[config.mk]
export PLATFORM = sky130hd
export DESIGN_NAME = dshot_rx_array
export DESIGN_NICKNAME = d
export VERILOG_FILES = /design/src/rtl/dshot_rx_array.sv
export SDC_FILE = /design/constraint.sdc
export NUM_CORES = 2
export LEC_CHECK = 0
export CORE_MARGIN = 8
export CORE_UTILIZATION = 35
export CTS_BUF_LIST = sky130_fd_sc_hd__clkbuf_8
export CTS_CLUSTER_DIAMETER = 150
export DETAILED_ROUTE_END_ITERATION = 8
export DONT_BUFFER_PORTS = 1
export GPL_TIMING_DRIVEN = 0
export PLACE_DENSITY = 0.54
export SYNTH_ARGS = -nofsm -noshare
export SYNTH_HDL_FRONTEND = slang
export SYNTH_SLANG_ARGS = --single-unit
export TNS_END_PERCENT = 50
[constraint.sdc]
create_clock -name CLK -period 34.8 [get_ports CLK]
set_input_delay 3.48 -clock CLK [delete_from_list [all_inputs] [get_ports CLK]]
set_output_delay 3.48 -clock CLK [all_outputs]
set_load 0.02 [all_outputs]
[src/rtl/dshot_rx_array.sv]
// N-channel DShot receiver: per-channel pulse-width decoding, CRC check,
// throttle/command/telemetry separation and link-loss failsafe.
module dshot_rx_array #(
    parameter int CHANNELS       = 8,
    parameter int CLK_HZ         = 16000000,
    parameter int DSHOT_KBPS     = 150,
    parameter int OUT_WIDTH      = 8,
    parameter int TIMEOUT_CYCLES = 160000
) (
    input  logic                            CLK,
    input  logic                            RST,
    input  logic [CHANNELS-1:0]             dshotPins,
    output logic [CHANNELS*OUT_WIDTH-1:0]   speedFlat,
    output logic [CHANNELS*6-1:0]           cmdFlat,
    output logic [CHANNELS-1:0]             telemetryReq,
    output logic [CHANNELS-1:0]             linkValid,
    output logic [CHANNELS-1:0]             framePulse,
    output logic [CHANNELS-1:0]             cmdPulse,
    output logic [CHANNELS-1:0]             frameErr
);

    localparam int BIT_CYCLES = CLK_HZ / (DSHOT_KBPS * 1000);
    localparam int CNT_W      = $clog2(2 * BIT_CYCLES + 1);
    localparam int TO_W       = $clog2(TIMEOUT_CYCLES + 1);
    localparam int SHIFT      = 11 - OUT_WIDTH;

    localparam logic [CNT_W-1:0] HALF_BIT  = CNT_W'(BIT_CYCLES / 2);
    localparam logic [CNT_W-1:0] HIGH_LAST = CNT_W'(BIT_CYCLES - 1);
    localparam logic [CNT_W-1:0] LOW_LAST  = CNT_W'(2 * BIT_CYCLES - 1);
    localparam logic [TO_W-1:0]  TO_LAST   = TO_W'(TIMEOUT_CYCLES - 1);
    localparam logic [TO_W-1:0]  TO_MAX    = TO_W'(TIMEOUT_CYCLES);

    typedef enum logic [1:0] {ST_IDLE, ST_HIGH, ST_LOW} state_t;

    genvar gi;
    generate
        for (gi = 0; gi < CHANNELS; gi++) begin : g_ch
            logic                 sync_meta_reg, sync_reg, prev_reg;
            state_t               state_reg;
            logic [CNT_W-1:0]     high_cnt_reg, low_cnt_reg;
            logic [4:0]           bit_cnt_reg;
            // Only the first 15 bits are stored; the 16th is consumed as it arrives.
            logic [14:0]          sr_reg;
            logic [TO_W-1:0]      to_cnt_reg;
            logic [OUT_WIDTH-1:0] speed_reg;
            logic [5:0]           cmd_reg;
            logic                 telem_reg, link_reg;
            logic                 frame_pulse_reg, cmd_pulse_reg, err_reg;

            logic                 rise, fall, bit_val, last_bit, frame_done, crc_ok, frame_valid;
            logic [15:0]          frame_next;
            logic [11:0]          v;
            logic [10:0]          thr, diff;
            logic [3:0]           crc_calc;
            logic [OUT_WIDTH-1:0] speed_val;

            assign rise        = sync_reg & ~prev_reg;
            assign fall        = ~sync_reg & prev_reg;
            assign bit_val     = (high_cnt_reg > HALF_BIT);
            assign frame_next  = {sr_reg, bit_val};
            assign last_bit    = (bit_cnt_reg == 5'd15);
            assign frame_done  = (state_reg == ST_HIGH) && fall && last_bit;
            assign v           = frame_next[15:4];
            assign crc_calc    = v[3:0] ^ v[7:4] ^ v[11:8];
            assign crc_ok      = (crc_calc == frame_next[3:0]);
            assign frame_valid = frame_done && crc_ok;
            assign thr         = v[11:1];
            assign diff        = thr - 11'd48;
            assign speed_val   = diff[10:SHIFT];

            always_ff @(posedge CLK or posedge RST) begin
                if (RST) begin
                    sync_meta_reg   <= 1'b0;
                    sync_reg        <= 1'b0;
                    prev_reg        <= 1'b0;
                    state_reg       <= ST_IDLE;
                    high_cnt_reg    <= '0;
                    low_cnt_reg     <= '0;
                    bit_cnt_reg     <= '0;
                    sr_reg          <= '0;
                    to_cnt_reg      <= '0;
                    speed_reg       <= '0;
                    cmd_reg         <= '0;
                    telem_reg       <= 1'b0;
                    link_reg        <= 1'b0;
                    frame_pulse_reg <= 1'b0;
                    cmd_pulse_reg   <= 1'b0;
                    err_reg         <= 1'b0;
                end else begin
                    sync_meta_reg   <= dshotPins[gi];
                    sync_reg        <= sync_meta_reg;
                    prev_reg        <= sync_reg;
                    frame_pulse_reg <= 1'b0;
                    cmd_pulse_reg   <= 1'b0;
                    err_reg         <= 1'b0;

                    case (state_reg)
                        ST_IDLE: begin
                            if (rise) begin
                                state_reg    <= ST_HIGH;
                                bit_cnt_reg  <= '0;
                                high_cnt_reg <= CNT_W'(1);
                            end
                        end
                        ST_HIGH: begin
                            if (fall) begin
                                sr_reg      <= frame_next[14:0];
                                bit_cnt_reg <= bit_cnt_reg + 5'd1;
                                if (last_bit) begin
                                    state_reg <= ST_IDLE;
                                    err_reg   <= ~crc_ok;
                                end else begin
                                    state_reg   <= ST_LOW;
                                    low_cnt_reg <= CNT_W'(1);
                                end
                            end else if (high_cnt_reg == HIGH_LAST) begin
                                err_reg   <= 1'b1;
                                state_reg <= ST_IDLE;
                            end else begin
                                high_cnt_reg <= high_cnt_reg + CNT_W'(1);
                            end
                        end
                        ST_LOW: begin
                            // bit_cnt is always 1..15 here, so any long low is a broken frame.
                            if (rise) begin
                                state_reg    <= ST_HIGH;
                                high_cnt_reg <= CNT_W'(1);
                            end else if (low_cnt_reg == LOW_LAST) begin
                                err_reg   <= 1'b1;
                                state_reg <= ST_IDLE;
                            end else begin
                                low_cnt_reg <= low_cnt_reg + CNT_W'(1);
                            end
                        end
                        default: state_reg <= ST_IDLE;
                    endcase

                    // A valid frame takes priority over a timeout in the same cycle.
                    if (frame_valid) begin
                        frame_pulse_reg <= 1'b1;
                        telem_reg       <= v[0];
                        to_cnt_reg      <= '0;
                        link_reg        <= 1'b1;
                        if (thr == 11'd0) begin
                            speed_reg <= '0;
                        end else if (thr < 11'd48) begin
                            cmd_reg       <= thr[5:0];
                            cmd_pulse_reg <= 1'b1;
                        end else begin
                            speed_reg <= speed_val;
                        end
                    end else begin
                        if (to_cnt_reg != TO_MAX)
                            to_cnt_reg <= to_cnt_reg + TO_W'(1);
                        if (to_cnt_reg == TO_LAST) begin
                            link_reg  <= 1'b0;
                            speed_reg <= '0;
                        end
                    end
                end
            end

            assign speedFlat[(CHANNELS-gi)*OUT_WIDTH-1 -: OUT_WIDTH] = speed_reg;
            assign cmdFlat[(CHANNELS-gi)*6-1 -: 6]                 = cmd_reg;
            assign telemetryReq[gi] = telem_reg;
            assign linkValid[gi]    = link_reg;
            assign framePulse[gi]   = frame_pulse_reg;
            assign cmdPulse[gi]     = cmd_pulse_reg;
            assign frameErr[gi]     = err_reg;
        end
    endgenerate

endmodule

==> impl_metrics.env <==
export IMPL_result_of_the_run="finished, final reports clean"
export IMPL_synthesis_area_per_instance_um2=9.84
export IMPL_largest_register_ff_count=144
export IMPL_cts_root_buf="clkbuf_8"
export IMPL_timing_clock_skew_ns=0.0616
export IMPL_finalHoldViolCount=0
export IMPL_drt_pre_antenna_iters=5
export IMPL_worstPathMaxFanout=1
export IMPL_rows=111
export IMPL_final_setup_worst_slack_ns=29.85
export IMPL_cts_buffers=114
export IMPL_placedInstanceArea_um2=33700
export IMPL_post_drt_wl_per_cell_um=14.8
export IMPL_drt_drc_violations_left=0
export IMPL_postSynthNetCount=3384
export IMPL_cap_viol_max_count=0
export IMPL_cellLeakagePower_nw=16.7
export IMPL_flow_area_growth_from_synthesis_pct=12.4
export IMPL_worstPathRequired_ns=31.32
export IMPL_post_drt_via_cell_ratio=4.99
export IMPL_cts_tree="yes"
export IMPL_arrival_ns=1.47
export IMPL_layout_cells_most_common="dfrtp_1"
export IMPL_htree_num_levels=3
export IMPL_cpMaxStageDelayCell="dfrtp_1"
export IMPL_fin_setup_tns_ns=0
export IMPL_post_cts_setup_buffers=0
export IMPL_count_of_unique_library_cells_instantiated_by_yosys=89
export IMPL_finalCritPeriodShare_pct=14.2
export IMPL_fraction_of_final_layout_cells_with_drive_strength_greater_than_1_pct=11.1
export IMPL_min_period_ns=4.95
export IMPL_setup_worst_path_start_class="flop"
export IMPL_most_common_layout_cells="624 x dfrtp_1, 424 x nand2_1, 301 x nor2_1, 160 x inv_1, 156 x o21ai_0"
export IMPL_critical_path_n_buffers_inverters=1
export IMPL_core_um2=91200
export IMPL_synth_seq_area_share_pct=48.7
export IMPL_io_pins=162
export IMPL_synthFlopType="dfrtp_1"
export IMPL_place_congestion=0.765
export IMPL_timing_max_slew_rel_slack_pct=45.5
export IMPL_ctsLongestPathBuffers=3
export IMPL_chipHeight_um=319
export IMPL_slew_at_the_pin_closest_to_its_max_slew_limit_ns=0.794
export IMPL_final_core_density_pct=39.5
export IMPL_initial_utilization_pct=35.2
export IMPL_p_per_area_nw_per_um2=54.2
export IMPL_rsz0062_at_grt="no"
export IMPL_grt_pass1_wl_um=118000
export IMPL_cp_slowest_stage_delay_ns=0.52
export IMPL_clk_pin_slew_worst_paths_ns=0.06
export IMPL_nets=3505
export IMPL_yosys_register_bits=624
export IMPL_clk_insertion_delay_late_ns=0.76
export IMPL_endpoint_kind="output port"
export IMPL_synth_cell_area_um2=32100
export IMPL_synth_largest_type_area_fraction_pct=48.7
export IMPL_ys_async_sr_fraction_pct=100
export IMPL_dieWidth_um=319
export IMPL_vdd_ir_drop_max_mv=0.0347
export IMPL_pre_cts_ws_ns=29.62
export IMPL_synth_edf_count=0
export IMPL_setup_viol=0
export IMPL_detailroute_via_count=23200
export IMPL_grt_overflow_total=0
export IMPL_post_route_cell_area_um2=36100
export IMPL_filler_cell_count=9032
export IMPL_grt_antenna_before_repair=3
export IMPL_critical_path_top_delay_family="flip-flops"
export IMPL_clock_sinks=624
export IMPL_count_of_warnings_emitted_by_yosys=0
export IMPL_report_final_slew_viol_count=0
export IMPL_cp_cell_sequence="buf_4"
export IMPL_fin_total_pwr_mw=1.95
export IMPL_vias_in_the_first_global_route=22800
export IMPL_routed_wirelength_um=69000
export IMPL_design_die_area_um2=102000
export IMPL_placement_io_buffers=0
export IMPL_cts_repair_resized=0
export IMPL_grt_max_degree=125
export IMPL_hold_path_class="reg -> reg"
export IMPL_grt_use_total_pct=13.4
export IMPL_timing_fmax_ghz=0.202
export IMPL_drt_iter0_drc=1345
export IMPL_holdBufCountCts=0
export IMPL_ys_top_cells_by_area="dfrtp_1 49%, nand2_1 5.0%, ha_1 4.4%"
export IMPL_post_dp_hpwl_um=46800
export IMPL_yosys_area_top_type="dfrtp_1"
export IMPL_kind_of_critical_path="reg -> out"
export IMPL_synth_cells=3262
export IMPL_drt_antenna_violating_nets=0
-- layout make-up --
| cell class | instances | area (µm²) | area share, % |
|---|---|---|---|
| diodes | 1 | 2.50 | 0.00694 |
| well taps | 1186 | 1480 | 4.12 |
| clock inverters | 65 | 395 | 1.10 |
| clock buffers | 141 | 1940 | 5.38 |
| repair buffers | 5 | 138 | 0.382 |
| inverters | 135 | 514 | 1.43 |
| flip-flops and latches | 624 | 15600 | 43.3 |
| multi-input cells | 2352 | 15200 | 42.2 |
| plain buffers | 151 | 747 | 2.07 |
-- synthesized netlist by cell type (31+ instances only) --
master / n
a21oi_1: 95
a22o_1: 39
a31oi_1: 32
and3_1: 66
buf_4: 42
clkbuf_1: 83
dfrtp_1: 624
ha_1: 112
inv_1: 132
mux2_2: 110
nand2_1: 424
nand3_1: 114
nand4_1: 45
nor2_1: 301
nor3_1: 78
o21ai_0: 156
or3_1: 31
xnor2_1: 137
xor2_1: 123
-- power by group --
group          leakage [nW]  internal (mW)  switching (mW)
sequential             8.43          0.775          0.0546
clock                  1.33          0.383           0.325
combinational          6.91          0.153           0.261
total                  16.7           1.31           0.641
-- stage by stage --
stage	hold WS [ns]	cells
3_5_place_dp	0.337	4453
5_1_grt	0.353	4660
3_3_place_gp	0.334	4448
4_1_cts	0.336	4659
2_1_floorplan	0.331	3262
6_report	0.345	4660
-- kinds of logic after synthesis --
kind of cell,after synthesis,share of synthesized area [%]
AOI/OAI and AO/OA,548,11.4
xor gates and xnor gates,260,7.10
adders and majority gates,115,4.46
buffers and inverters,286,3.91
DFF,624,48.7
muxes,133,4.60
and+or+nand+nor,1296,19.8
-- per-layer routing --
metal  share of wire [%]  track usage, %  up-vias
li1                    -               -    11700
met1                  48            18.2    11200
met2                  45            21.1      293
met3                 4.4            3.48       97
met4                 2.2            3.96        0
met5                   0               0        -
-- final timing paths --
path | from | end | slack, ns | cells past startpoint
worst min-delay path | g_ch[5].sync_meta_reg$_DFF_PP0_ | g_ch[5].sync_reg$_DFF_PP0_ | 0.35 | 0
worst max register to register | g_ch[2].state_reg[1]$_DFFE_PP0P_ | g_ch[2].speed_reg[4]$_DFFE_PP0P_ | 31.74 | 10
worst min register to register | g_ch[5].sync_meta_reg$_DFF_PP0_ | g_ch[5].sync_reg$_DFF_PP0_ | 0.35 | 0
worst max-delay path | g_ch[0].frame_pulse_reg$_DFF_PP0_ | framePulse[0] | 29.85 | 1
max in group asynchronous | RST | g_ch[4].to_cnt_reg[12]$_DFFE_PP0P_ | 30.52 | 3
min in group asynchronous | RST | g_ch[5].to_cnt_reg[5]$_DFFE_PP0P_ | 2.66 | 1
No activity file was read; power rests on OpenSTA's default activity.
